`src/rtl/calc_ctrl_seq.sv`:
```
// Keypad-calculator controller: builds decimal operands, sequences add/sub and register-file store/load.
// Optional macro CALC_ERR_EN enables the sticky err flag for out-of-range addresses and digit overflow.
module calc_ctrl_seq #(
  parameter int WIDTH  = 8,
  parameter int NREG   = 16,
  parameter int ADDR_W = 4
) (
  input  logic              clk,
  input  logic              reset,
  input  logic              key_valid,
  input  logic [3:0]        key,
  input  logic [WIDTH-1:0]  sum_in,
  input  logic [WIDTH-1:0]  rd_data,
  output logic [WIDTH-1:0]  acc_a,
  output logic [WIDTH-1:0]  acc_b,
  output logic              cin,
  output logic [ADDR_W-1:0] reg_addr,
  output logic              reg_we,
  output logic [WIDTH-1:0]  reg_wdata,
  output logic              busy,
  output logic              err
);

  typedef enum logic [2:0] {
    IDLE      = 3'd0,
    EXEC      = 3'd1,
    LOAD_ADDR = 3'd2,
    LOAD_DATA = 3'd3,
    STORE     = 3'd4
  } state_t;

  localparam logic [3:0] KEY_ADD   = 4'd10;
  localparam logic [3:0] KEY_SUB   = 4'd11;
  localparam logic [3:0] KEY_STORE = 4'd12;
  localparam logic [3:0] KEY_LOAD  = 4'd13;
  localparam logic [3:0] KEY_ENTER = 4'd14;
  localparam logic [3:0] KEY_CLEAR = 4'd15;

  localparam logic [WIDTH:0] NREG_V = (WIDTH+1)'(NREG);

  state_t state, state_n;
  logic [WIDTH-1:0]  acc_a_n, acc_b_n, reg_wdata_n;
  logic [ADDR_W-1:0] reg_addr_n;
  logic              cin_n, reg_we_n, busy_n;
  logic [WIDTH-1:0]  digit_val;
  logic              addr_ok;

  assign addr_ok = ({1'b0, acc_b} < NREG_V);

`ifdef CALC_ERR_EN
  // Wide product keeps the carry-out bits so overflow can be flagged.
  logic [WIDTH+3:0] digit_full;
  logic             digit_ovf;
  logic             err_n;

  assign digit_full = {4'b0, acc_b} * (WIDTH+4)'(10) + {{WIDTH{1'b0}}, key};
  assign digit_val  = digit_full[WIDTH-1:0];
  assign digit_ovf  = |digit_full[WIDTH+3:WIDTH];
`else
  assign digit_val = acc_b * WIDTH'(10) + WIDTH'(key);
`endif

  always_ff @(posedge clk) begin
    if (reset) begin
      state     <= IDLE;
      acc_a     <= '0;
      acc_b     <= '0;
      cin       <= 1'b0;
      reg_addr  <= '0;
      reg_we    <= 1'b0;
      reg_wdata <= '0;
      busy      <= 1'b0;
    end else begin
      state     <= state_n;
      acc_a     <= acc_a_n;
      acc_b     <= acc_b_n;
      cin       <= cin_n;
      reg_addr  <= reg_addr_n;
      reg_we    <= reg_we_n;
      reg_wdata <= reg_wdata_n;
      busy      <= busy_n;
    end
  end

`ifdef CALC_ERR_EN
  always_ff @(posedge clk) begin
    if (reset) err <= 1'b0;
    else       err <= err_n;
  end
`else
  assign err = 1'b0;
`endif

  // reg_we is raised on the accepting edge so it is high exactly while in STORE.
  always_comb begin
    state_n     = state;
    acc_a_n     = acc_a;
    acc_b_n     = acc_b;
    cin_n       = cin;
    reg_addr_n  = reg_addr;
    reg_we_n    = 1'b0;
    reg_wdata_n = reg_wdata;
`ifdef CALC_ERR_EN
    err_n       = err;
`endif
    unique case (state)
      IDLE: begin
        if (key_valid) begin
          if (key <= 4'd9) begin
            acc_b_n = digit_val;
`ifdef CALC_ERR_EN
            if (digit_ovf) err_n = 1'b1;
`endif
          end else begin
            case (key)
              KEY_ADD: begin
                cin_n   = 1'b0;
                state_n = EXEC;
              end
              KEY_SUB: begin
                cin_n   = 1'b1;
                state_n = EXEC;
              end
              KEY_STORE: begin
                if (addr_ok) begin
                  reg_addr_n  = acc_b[ADDR_W-1:0];
                  reg_wdata_n = acc_a;
                  reg_we_n    = 1'b1;
                  state_n     = STORE;
                end
`ifdef CALC_ERR_EN
                else err_n = 1'b1;
`endif
              end
              KEY_LOAD: begin
                if (addr_ok) begin
                  reg_addr_n = acc_b[ADDR_W-1:0];
                  state_n    = LOAD_ADDR;
                end
`ifdef CALC_ERR_EN
                else err_n = 1'b1;
`endif
              end
              KEY_ENTER: begin
                acc_a_n = acc_b;
                acc_b_n = '0;
              end
              KEY_CLEAR: begin
                acc_a_n = '0;
                acc_b_n = '0;
                cin_n   = 1'b0;
`ifdef CALC_ERR_EN
                err_n   = 1'b0;
`endif
              end
              default: ;
            endcase
          end
        end
      end
      EXEC: begin
        acc_b_n = sum_in;
        acc_a_n = '0;
        state_n = IDLE;
      end
      LOAD_ADDR: state_n = LOAD_DATA;
      LOAD_DATA: begin
        acc_b_n = rd_data;
        state_n = IDLE;
      end
      STORE:   state_n = IDLE;
      default: state_n = IDLE;
    endcase
    busy_n = (state_n != IDLE);
  end

endmodule

```
`config.mk`:
```
export PLATFORM = sky130hd
export DESIGN_NAME = calc_ctrl_seq
export DESIGN_NICKNAME = d
export VERILOG_FILES = /design/src/rtl/calc_ctrl_seq.sv
export SDC_FILE = /design/constraint.sdc
export NUM_CORES = 1
export LEC_CHECK = 0
export ABC_AREA = 1
export CORE_MARGIN = 10
export CORE_UTILIZATION = 51
export DETAILED_ROUTE_END_ITERATION = 7
export PLACE_DENSITY = 0.86
export SLEW_MARGIN = 25
export SYNTH_ARGS = -nofsm -noshare
export SYNTH_HDL_FRONTEND = slang
export SYNTH_SLANG_ARGS = --single-unit
```
`constraint.sdc`:
```
create_clock -name clk -period 3.1 [get_ports clk]
set_input_delay 0.93 -clock clk [delete_from_list [all_inputs] [get_ports clk]]
set_output_delay 0.93 -clock clk [all_outputs]
set_load 0.01 [all_outputs]
```
Yosys cells after proc, flatten, opt, wreduce, memory -nomap -nowiden
Cells that the tools add are included.
Widths: inputs -> output; s select.

word-level totals
  flip-flop bits (word level) = 34
  input bits = 23
  output and inout bits = 32
  word-level logic and storage cells = 60

operators by class
  add/subtract/negate cells = 1
  multipliers = 1
  $lt $le $gt $ge = 2
  eq/ne operators = 13
  multiplexer cells = 16
  bitwise operators = 4
  reductions and logical operators = 15

operator list
  cell                 count
  $mux 8               5
  $pmux 8 s2           2
  $eq 4x4->1 const B   6
  $pmux 8 s3           1
  $mux 3               4
  $reduce_and 5->1     2
  $pmux 3 s3           1
  $add 8x4->8          1
  $lt 8x5->1 const B   1
  $mul 8x3->7 const B  1
  $reduce_and 4->1     2
  $reduce_or 2->1      4
  $eq 3x2->1 const B   2
  $pmux 3 s2           1
  $reduce_bool 3->1    2
  $reduce_or 5->1      1
  $le 4x4->1 const B   1
  $ne 2x2->1 const B   2
  $not 1->1            4
  $reduce_bool 2->1    2
  $eq 3x1->1 const B   1
  $logic_not 3->1      1
  $ne 3x1->1 const B   1
  $ne 3x3->1 const B   1
  3 further kinds      3

Depth between registers and ports, before layout
  word-level depth = 7
  depth in mapped cells = 11
  mapped depth without buffers = 10

Least setup slack after synthesis
OpenSTA, ideal clock, no wires.

  path type = input to register
  from = input key[1]
  to = register acc_b[7]
  setup time = 0.070 ns
  data arrival time = 2.008 ns
  required time = 3.030 ns
  path slack = 1.022 ns
  stages = 9
  path buffers = 0
  cell sequence = ha_1 > fa_1 > nand2_1 > a21oi_1 > nand3_1 > inv_1 > nand2_1 > nand3_1 > a21oi_1

on the way
  word-level cells in the longest chain between the ends = 4
  elaborated cells between the ends (all ways) = 10
  those cells by class = add/sub (1); order compare (1); eq/ne (3); mux (3); reduce/logical (2)

RTL lines
  what                                            RTL line  RTL
  start, declared                                 11        input logic [3:0] key,
  $add 8x4->8 (tied with other cells)             60        assign digit_val = acc_b * WIDTH'(10) + WIDTH'(key);
  $mux 8 or $reduce_or 2->1 (tied branches)       n/a
  $mux 8 or $ne 3x3->1 (tied branches)            n/a
  $pmux 8 s3 or $reduce_and 3->1 (tied branches)  n/a
  end signal, assigned                            76        acc_b <= acc_b_n;
  end, declared                                   15        output logic [WIDTH-1:0] acc_b,

Several ways; a longest one is shown, not always the timed one. The select of a mux whose other input is x is not followed.
A chain may end at the register's enable or synchronous reset.

Worst setup path in the final report
Ends and elaborated chain as after synthesis.

==> summary.txt <==
Die
  • Initial core utilization: between 50% and 60%
  • Die height: approximately 81 um
  • I/O Pins: 55
  • Die width: roughly 80 um
  • Die area: between 6000 and 7000 um2
  • FP Rows: 22
  • Core box area: 3630 um2

Global routing
  • Largest net degree at the start of global routing: 21
  • GRT Util Overall: 17.8%
  • Global-route wire length before repair: 9320 um
  • Vias in the first global route: roughly 2,000
  • Initial antenna violation count: 0
  • Global route total overflow: 0

Place
  • Placed cell area: 2460 um2
  • Gpl congestion: ~0.92
  • Dpl cells: approximately 370
  • Detailed placement HPWL: 4150 um
  • Port Buf Inserts: 53

Clocking
  • TritonCTS buffer count: 5
  • H-tree depth: 2
  • Reg clk slew, reported paths: 80 ps
  • Clk sinks: 34
  • Worst skew pair latency: 300 ps
  • Clock Tree Root: clkbuf_8
  • Post-CTS Resized: 0
  • CTS tree: done
  • Hold Buf Count CTS: 0
  • Max clock buf depth: 2
  • Post-CTS Setup Bufs: 0

STA
  • Max-slew violation count: 0
  • Slew @ Worst Pin: 609 ps
  • Fin crit period: 2460 ps
  • Unrepaired setup endpoints after global routing: false
  • Max Freq: 0.406 GHz
  • Final setup vio count: 0
  • Final Hold Viols: 0
  • Final period utilization: 79.5%
  • Rel. slew slack: 59.4%
  • Setup Total Neg Slack: 0 ps
  • Clock skew: 8.52 ps

Pwr
  • Combinational power share: 40.3%
  • Pwr dens: 706 nW/um2
  • Int Pwr: 1.13 mW
  • Switching power: 0.699 mW
  • Leak pwr: 1.17 nW
  • Clk network pwr share: 27.3%
  • Pwr Total: 1.83 mW
  • Switch share: 38.1%
  • VDD IR max: 395 uV
  • Sequential share of power: between 30% and 40%

Status
  • Status: finished, final reports clean

Worst setup path
  • Critical path peak fanout: 4
  • Critical path arrival: 2700 ps
  • Worst setup EP type: flip-flop
  • WP data required: 3330 ps
  • CP startpoint kind: input pin
  • CP Cell Sequence: clkdlybuf4s50_1 > ha_1 > fa_1 > nand2_1 > a21oi_1 > nand3_1 > inv_1 > nand2_1 > nand3_1 > a21oi_1
  • Family with the most delay on the worst path: adder cells
  • Critical Setup Path Class: in -> reg
  • Bufs and invs on worst path: 2
  • Slowest Stage Delay on Critical Path: 480 ps
  • Worst path slowest cell: clkdlybuf4s50_1

Cells and area
  • Layout Cells excl Fill: 381
  • Finished Cell Area: 2600 um2
  • Share of layout cells above drive strength 1: 5.71%
  • Multi-input gate area: 1040 um2
  • Sequential cell area: 681 um2
  • Fillers: 338
  • Final Net Count: 367
  • Ant. Diodes: 0
  • Syn-to-layout area delta: 36.3%

Drt
  • Avg Vias per Cell: 5.32
  • ANT nets after route: 0
  • Drt first pass iters: 5
  • # DRC: 0
  • Final WL: 5530 um
  • Total number of vias: roughly 2,000
  • DR WL/cell: 14.5 um
  • Initial DRC Count: about 240

Logic synthesis
  • Synth Flop Type: dfxtp_1
  • Synth async-reset ratio: 0%
  • Post-Syn Area: 1900 um2
  • Top cells by area, synth: dfxtp_1 (36%), nor2_1 (10%), nand2_1 (8.9%)
  • Synth warn: 0
  • Yosys top cell area share: 35.7%
  • Syn nets: 314
  • Top cells by count, synth: nor2_1 (52), nand2_1 (45), dfxtp_1 (34)
  • Mapped Cells: 279
  • Most common cell in the netlist: nor2_1
  • Cell taking the most area after synthesis: dfxtp_1
  • Seq/Total Area, Yosys: between 30 and 40%
  • Post-synth EDFFs: 0
  • Library cells used by synthesis: 28
  • Post-Syn Area per Cell: 6.83 um2
  • Seq cells post-synth: 34

Hold path
  • Worst min-delay path class: reg -> reg

Flow run
  • Max-Cap Viols: 0
## final cells by class
cell class	count	share of cell area [%]
clock buffers	5	2.65
flip-flops and latches	34	26.2
clock inverters	3	2.65
inverters	36	5.20
repair buffers	54	20.7
multi-input cells	201	40.2
well taps	48	2.31
## power groups by stage
stage / logic (mW) / registers [mW] / clock network [mW]
after floorplan: 0.472 / 0.595 / 0
after global placement: 0.709 / 0.599 / 0
after detailed placement: 0.728 / 0.602 / 0
after CTS: 0.735 / 0.593 / 0.504
after global routing: 0.841 / 0.605 / 0.515
final: 0.739 / 0.594 / 0.500
## final timing paths
kind                    start          end  cells past startpoint  slack [ps]
hold reg to reg   reg_addr[3]  reg_addr[3]                      2         480
setup reg to reg     acc_b[1]     acc_b[7]                      9         910
hold / removal    reg_addr[3]  reg_addr[3]                      2         480
setup / recovery       key[1]     acc_b[7]                     10         640
## state kept, by name, indices dropped and copies added, names as in the netlist
name and cells:
acc_a 8, acc_b 8, reg_wdata 8, reg_addr 4, state 3, busy 1
cin 1, reg_we 1
## through the flow
| step | hold slack (ps) | util [%] | setup WS, ps |
|---|---|---|---|
| 2_1_floorplan | 496 | - | 1020 |
| 3_3_place_gp | 463 | 67.7 | 461 |
| 3_5_place_dp | 470 | 67.7 | 377 |
| 4_1_cts | 488 | 71.5 | 679 |
| 5_1_grt | 508 | 71.5 | 528 |
| 6_report | 481 | 71.5 | 636 |
## per-layer routing
layer | GRT usage, % | share of wire (%) | wire length (um) | up-vias
li1 | - | - | - | 1010
met1 | 19.3 | 38 | 2120 | 934
met2 | 32.6 | 53 | 2910 | 77
met3 | 5.08 | 7.6 | 418 | 7
met4 | 5.36 | 1.5 | 81 | 0
met5 | 0 | 0 | 0 | -
## cells by family after synthesis
family | after synthesis | share of synthesized area, %
compound gates | 44 | 12.5
flops | 34 | 35.7
xor+xnor | 3 | 1.38
simple gates | 141 | 32.1
other cells | 1 | 0.197
buf+inv | 44 | 9.40
fa+ha+maj | 12 | 8.67
## cell usage in the layout (no fill, tap or decap), types with 3 or more instances in the layout
| master | n |
|---|---|
| a21oi_1 | 16 |
| clkbuf_8 | 5 |
| clkdlybuf4s50_1 | 53 |
| dfxtp_1 | 34 |
| ha_1 | 10 |
| inv_1 | 32 |
| inv_2 | 4 |
| nand2_1 | 45 |
| nand3_1 | 32 |
| nand4_1 | 3 |
| nor2_1 | 52 |
| nor3_1 | 4 |
| o21ai_0 | 23 |
## worst reg2reg max path: stages (launching register included)
cell and delay [ps]:
dfxtp_1 540, ha_1 300, ha_1 210, inv_1 70, fa_1 440, inv_1 130, nand3_1 110, nand3_1 110
nand3_1 80, a21oi_1 140
Note: power is estimated with default switching activity, not from simulation.
